===== config.mk =====
export PLATFORM = sky130hd
export DESIGN_NAME = st_msg_pkt_serializer
export DESIGN_NICKNAME = d
export VERILOG_FILES = /design/src/rtl/st_msg_pkt_serializer.sv
export SDC_FILE = /design/constraint.sdc
export NUM_CORES = 1
export LEC_CHECK = 0
export ABC_AREA = 0
export ABC_CLOCK_PERIOD_IN_PS = 6100
export CORE_ASPECT_RATIO = 1.4
export CORE_MARGIN = 2
export CORE_UTILIZATION = 43
export DETAILED_ROUTE_END_ITERATION = 8
export GPL_TIMING_DRIVEN = 0
export PLACE_DENSITY = 0.73
export RECOVER_POWER = 50
export SLEW_MARGIN = 40
export SYNTH_ARGS = -nofsm -noshare
export SYNTH_HDL_FRONTEND = slang
export SYNTH_SLANG_ARGS = --single-unit

===== constraint.sdc =====
create_clock -name clk -period 6.1 [get_ports clk]
set_clock_uncertainty 0.1 [all_clocks]
set_input_delay 0.915 -clock clk [delete_from_list [all_inputs] [get_ports clk]]
set_output_delay 0.915 -clock clk [all_outputs]
set_load 0.1 [all_outputs]

===== src/rtl/st_msg_pkt_serializer.sv =====
// Message-to-packet serialiser: latches a whole message, emits sop/eop-framed WIDTH-bit beats.
// Optional saturating drop/clamp error counter enabled by macro ST_SER_ERR_CNT_EN.
module st_msg_pkt_serializer #(
    parameter  int WIDTH     = 32,
    parameter  int MAX_BYTES = 16,
    parameter  int CNT_W     = 8,
    localparam int BPB       = WIDTH / 8,
    localparam int NB_W      = $clog2(MAX_BYTES + 1),
    localparam int LEN_W     = $clog2(BPB)
) (
    input  logic                   clk,
    input  logic                   rst_n,
    input  logic                   i_msg_valid,
    output logic                   i_msg_ready,
    input  logic [MAX_BYTES*8-1:0] i_msg_data,
    input  logic [NB_W-1:0]        i_msg_nbytes,
    output logic                   o_pkt_valid,
    input  logic                   o_pkt_ready,
    output logic                   o_pkt_sop,
    output logic                   o_pkt_eop,
    output logic [WIDTH-1:0]       o_pkt_data,
    output logic [LEN_W-1:0]       o_pkt_len,
    output logic                   o_busy
`ifdef ST_SER_ERR_CNT_EN
    ,output logic [CNT_W-1:0]      o_err_cnt
`endif
);

    typedef enum logic {IDLE = 1'b0, SEND = 1'b1} state_t;

    state_t                 r_state, w_state_nxt;
    logic                   r_ready, r_valid, r_sop, r_eop, r_busy;
    logic [WIDTH-1:0]       r_pkt_data;
    logic [LEN_W-1:0]       r_len;
    logic [MAX_BYTES*8-1:0] r_data;
    logic [NB_W-1:0]        r_n, r_last, r_cnt;

    logic                   w_accept, w_load, w_fire, w_beat_eop;
    logic [NB_W-1:0]        w_n, w_last, w_idx, w_nsel, w_lastsel;
    logic [MAX_BYTES*8-1:0] w_src;
    logic [WIDTH-1:0]       w_beat;
    logic [LEN_W-1:0]       w_beat_len;

    // Byte idx*BPB+j goes to lane j counted from the MS end; lanes past n read as zero.
    function automatic logic [WIDTH-1:0] f_beat(input logic [MAX_BYTES*8-1:0] src,
                                                 input logic [NB_W-1:0] idx,
                                                 input logic [NB_W-1:0] n);
        logic [WIDTH-1:0] v;
        int               b;
        v = '0;
        for (int j = 0; j < BPB; j++) begin
            b = int'(idx) * BPB + j;
            if (b < int'(n) && b < MAX_BYTES) begin
                v[WIDTH-1-8*j -: 8] = src[8*b +: 8];
            end else begin
                v[WIDTH-1-8*j -: 8] = 8'h00;
            end
        end
        return v;
    endfunction

    assign w_accept = i_msg_valid & r_ready;
    assign w_n      = (i_msg_nbytes > NB_W'(MAX_BYTES)) ? NB_W'(MAX_BYTES) : i_msg_nbytes;
    assign w_last   = NB_W'((int'(w_n) + BPB - 1) / BPB - 1);
    assign w_load   = w_accept & (w_n != '0);
    assign w_fire   = r_valid & o_pkt_ready;

    // Next-state decode.
    always_comb begin
        w_state_nxt = r_state;
        case (r_state)
            IDLE: begin
                if (w_load) w_state_nxt = SEND;
                else        w_state_nxt = IDLE;
            end
            SEND: begin
                if (w_fire && r_eop) w_state_nxt = IDLE;
                else                 w_state_nxt = SEND;
            end
            default: w_state_nxt = IDLE;
        endcase
    end

    // Next beat: beat 0 straight from the input on accept, else the following latched beat.
    always_comb begin
        w_src     = r_data;
        w_idx     = r_cnt + NB_W'(1);
        w_nsel    = r_n;
        w_lastsel = r_last;
        if (w_load) begin
            w_src     = i_msg_data;
            w_idx     = '0;
            w_nsel    = w_n;
            w_lastsel = w_last;
        end else begin
            w_src     = r_data;
            w_idx     = r_cnt + NB_W'(1);
        end
        w_beat     = f_beat(w_src, w_idx, w_nsel);
        w_beat_eop = (w_idx == w_lastsel);
        w_beat_len = w_beat_eop ? LEN_W'(int'(w_nsel) % BPB) : '0;
    end

    // State register.
    always_ff @(posedge clk or negedge rst_n) begin
        if (!rst_n) r_state <= IDLE;
        else        r_state <= w_state_nxt;
    end

    // Message latch, beat counter and registered packet outputs.
    always_ff @(posedge clk or negedge rst_n) begin
        if (!rst_n) begin
            r_ready    <= 1'b0;
            r_busy     <= 1'b0;
            r_valid    <= 1'b0;
            r_sop      <= 1'b0;
            r_eop      <= 1'b0;
            r_pkt_data <= '0;
            r_len      <= '0;
            r_data     <= '0;
            r_n        <= '0;
            r_last     <= '0;
            r_cnt      <= '0;
        end else begin
            // Ready only after a full cycle in IDLE, so it drops for two cycles around a packet.
            r_ready <= (r_state == IDLE) && (w_state_nxt == IDLE);
            r_busy  <= (w_state_nxt == SEND);
            if (w_load) begin
                r_data <= i_msg_data;
                r_n    <= w_n;
                r_last <= w_last;
            end
            if (w_load || (w_fire && !r_eop)) begin
                r_valid    <= 1'b1;
                r_sop      <= w_load;
                r_eop      <= w_beat_eop;
                r_pkt_data <= w_beat;
                r_len      <= w_beat_len;
                r_cnt      <= w_idx;
            end else if (w_fire) begin
                r_valid    <= 1'b0;
                r_sop      <= 1'b0;
                r_eop      <= 1'b0;
                r_pkt_data <= '0;
                r_len      <= '0;
            end
        end
    end

`ifdef ST_SER_ERR_CNT_EN
    logic [CNT_W-1:0] r_err_cnt;

    // Counts dropped (zero-length) and clamped (oversize) messages, saturating.
    always_ff @(posedge clk or negedge rst_n) begin
        if (!rst_n) begin
            r_err_cnt <= '0;
        end else if (w_accept && (i_msg_nbytes == '0 || i_msg_nbytes > NB_W'(MAX_BYTES))
                     && (r_err_cnt != '1)) begin
            r_err_cnt <= r_err_cnt + CNT_W'(1);
        end else begin
            r_err_cnt <= r_err_cnt;
        end
    end

    assign o_err_cnt = r_err_cnt;
`endif

    assign i_msg_ready = r_ready;
    assign o_pkt_valid = r_valid;
    assign o_pkt_sop   = r_sop;
    assign o_pkt_eop   = r_eop;
    assign o_pkt_data  = r_pkt_data;
    assign o_pkt_len   = r_len;
    assign o_busy      = r_busy;

endmodule


==> results.toml <==
[status]
outcome = "finished, violations left"
violations = "capacitance limit, slew limit"

[worst_hold_path]
min_to = "r_data[74]$_DFF_PN0_"
whs_path_depth = 2
hp-start = "r_data[74]$_DFF_PN0_"
hp-class = "register to register"

[floorplan]
fp.dieArea_um2 = 20700
initial_utilization = 0.437
chipWidth_um = 122
rows = 60
ios = 176
core_area_um2 = 19200
die_h_um = 169

[yosys]
synth_top_family_by_area = "simple AND/OR/NAND/NOR gates"
synthDistinctLibCells = 52
ys.flop_type = "dfrtp_1"
synth_area_leader_cell = "dfrtp_1"
synth_compound_area_frac = 0.0899
synth.avg_cell_area_um2 = 9.68
ys_ff_latch = 182
synthCells = 867
ys_async_sr_fraction = 1.00
synth_top_area_share = 0.542
synth_nets = 1008
synth_edf_count = 0
yosys.area_share.simple = 0.226
synth-seq-area-share = 0.542
synth_xor_xnor_area_share = 0.0125
synthMuxAreaShare = 0.0930
synth-adder-area-share = 0.00596
netlist_area_um2 = 8400
yosys_warnings = 0
synth_area_leaders = "dfrtp_1 (54%), nand2_1 (19%), mux4_2 (8.6%)"

[timing]
period_minus_slack_ns = 4.30
finalMaxSlewViolations = 62
tightestPinTransition_ns = 3.64
fin_crit_sh = 0.704
setup_violations = 0
slew_headroom = -1.43
hold_violations = 0
setup_tns_ns = 0
fmax_ghz = 0.233
setup_ws_ns = 1.80
rsz0062_at_grt = "false"

[clock_tree]
cts_tree = "done"
clock_latency_ns = 0.44
cts_setup_buffers = 0
cts.sinks = 182
clock_path_buffers = 2
clk_pin_slew_ns = 0.07
postCtsHoldBufs = 0
cts.repair.resized = 0
cts-root-buf = "clkbuf_16"
htree_levels = 4
cts_made_buffers = 17

[global_routing]
grt_usage = 0.265
grt_pass1_wl_mm = 40.4
grt_pass1_vias = 7262
grt_start_max_net_pins = 64
grt_overflow = 0
antenna_found_initial = 0

[routing]
drtPass1Iterations = 5
wl_mm = 26.6
vias = 7190
ant_nets = 0
first_iter_violations = 547
wl_per_cell_um = 20.1
drc = 0
viasPerCell = 5.43

[final_layout]
antennaDiodeCount = 0
area_growth_pct = 29.9
seqCellArea_um2 = 4550
multi_input_area_um2 = 3590
layout-drive-gt1-share = 0.119
layoutNonFillerInstCount = 1325
n_fill_cell = 1735
fin_nets = 1205
most-common-layout-cells = "nand2_1 (423), dfrtp_1 (182), clkdlybuf4s50_1 (134)"
fin_util = 0.567
layout_commonest_cell = "nand2_1"

[placement]
place.gp.congestion = 0.855
dp_cells = 1292
dp_slack_ns = 1.42
io_buffers = 175
hpwl_mm = 19.0

[critical_path]
critPathKind = "primary input to register"
reg2reg_to = "o_pkt_data[26]$_DFFE_PN0P_"
cpMaxStageDelayCell = "dlygate4sd3_1"
crit_path_end_kind = "register"
crit_chain = "dlygate4sd3_1 -> nand2_1 -> a21oi_2 -> buf_2 -> buf_1 -> nor2_1 -> ha_1 -> nor3b_1 -> a32oi_1 -> or2_1 -> clkbuf_2 -> a32o_1 -> a21o_1"
rr_startpoint = "i_msg_ready$_DFF_PN0_"
max_stage_delay_ns = 0.63
crit_arrival_ns = 4.53
path_buf_inv = 4
r2r_cells = 12
path_delay_family = "buffers and inverters"
critPathLaunchType = "primary input"
critPathLaunch = "i_msg_valid"
required_ns = 6.34
reg2reg_slack_ns = 2.48
cp_max_fo = 10

[pwr]
powerDensity_nw_per_um2 = 553
fin_total_pwr_uw = 6040
leakage_uw = 0.00537
max-vdd-ir-drop_v = 0.000262

[flow_run]
max_cap_violations = 1
[synthesized netlist by cell type, types with 2 or more instances]
cell type	count
buf_1	6
a32oi_1	2
a22o_1	10
and2_1	2
nor3_1	5
nand4b_1	2
o21a_1	2
a22oi_1	11
xnor2_1	5
mux4_2	32
a21oi_2	3
buf_2	24
ha_1	4
inv_1	4
clkbuf_1	22
a32o_1	7
mux2i_1	6
dfrtp_1	182
or3_1	5
nand4_1	2
nor2_1	13
nand2b_1	2
o21ai_2	5
nor2b_1	4
nand2_1	423
a221o_1	3
a21o_1	17
a21oi_1	12
o32a_1	2
xor2_1	7
o21ai_0	17
and4b_1	3
nand3_1	4
[worst min-delay path, delay by kind of cell, from the launching register on]
kind          cells  cell delay (ns)
flops             1             0.34
simple gates      2             0.10
[metal layers]
layer | track usage | up-vias | routed length [µm] | part of all wire
li1 | - | 3274 | - | -
met1 | 0.326 | 3506 | 10200 | 0.38
met2 | 0.439 | 336 | 13300 | 0.50
met3 | 0.0551 | 74 | 1920 | 0.072
met4 | 0.139 | 0 | 1210 | 0.046
met5 | 0 | - | 0 | 0
[metrics by stage]
stage | area, µm² | hold WS (ns)
after floorplan | 8400 | 0.340
after global placement | 10500 | 0.352
after detailed placement | 10300 | 0.358
after CTS | 10900 | 0.335
after global routing | 10900 | 0.388
final | 10900 | 0.371
[area by class of cell]
class,instances,share of cell area
Inverter,4,0.00138
Tap cell,248,0.0285
Multi-Input combinational cell,627,0.329
Clock buffer,23,0.0447
Timing Repair Buffer,178,0.146
Clock inverter,9,0.0106
Buffer,54,0.0223
Sequential cell,182,0.418
[where the power goes]
group	internal [µW]	leakage [µW]	switching [µW]	total (µW)
logic	1030	0.00279	1840	2870
clock network	650	0.000279	481	1130
registers	1720	0.00230	312	2040
total	3400	0.00537	2630	6040
[worst max path at each step]
stage | to | slack (ns) | depth (start not counted)
global placement | r_data[57]$_DFF_PN0_ | -3.55 | 1
CTS | o_pkt_data[23]$_DFFE_PN0P_ | 1.88 | 11
global route | o_pkt_data[27]$_DFFE_PN0P_ | 1.55 | 13
detailed placement | o_pkt_data[23]$_DFFE_PN0P_ | 1.42 | 11
floorplan | o_pkt_data[25]$_DFFE_PN0P_ | 2.35 | 12
finish | o_pkt_data[26]$_DFFE_PN0P_ | 1.80 | 13
[flip-flops by register name, indices dropped and copies added, names as in the netlist]
name	cells
i_msg_ready	1
r_data	128
r_last	5
r_n	5
o_pkt_len	2
o_pkt_sop	1
o_pkt_data	32
r_cnt	5
o_pkt_valid	1
o_pkt_eop	1
o_busy	1
[kinds of logic (layout without fill, tap and decap cells)]
group | Yosys count | count (layout)
and+or+nand+nor | 473 | 473
adders and majority gates | 4 | 4
DFF | 182 | 182
xor gates and xnor gates | 12 | 12
muxes | 38 | 38
buffers and inverters | 58 | 268
AOI/OAI and AO/OA | 100 | 100
(Power assumes the default switching activity.)
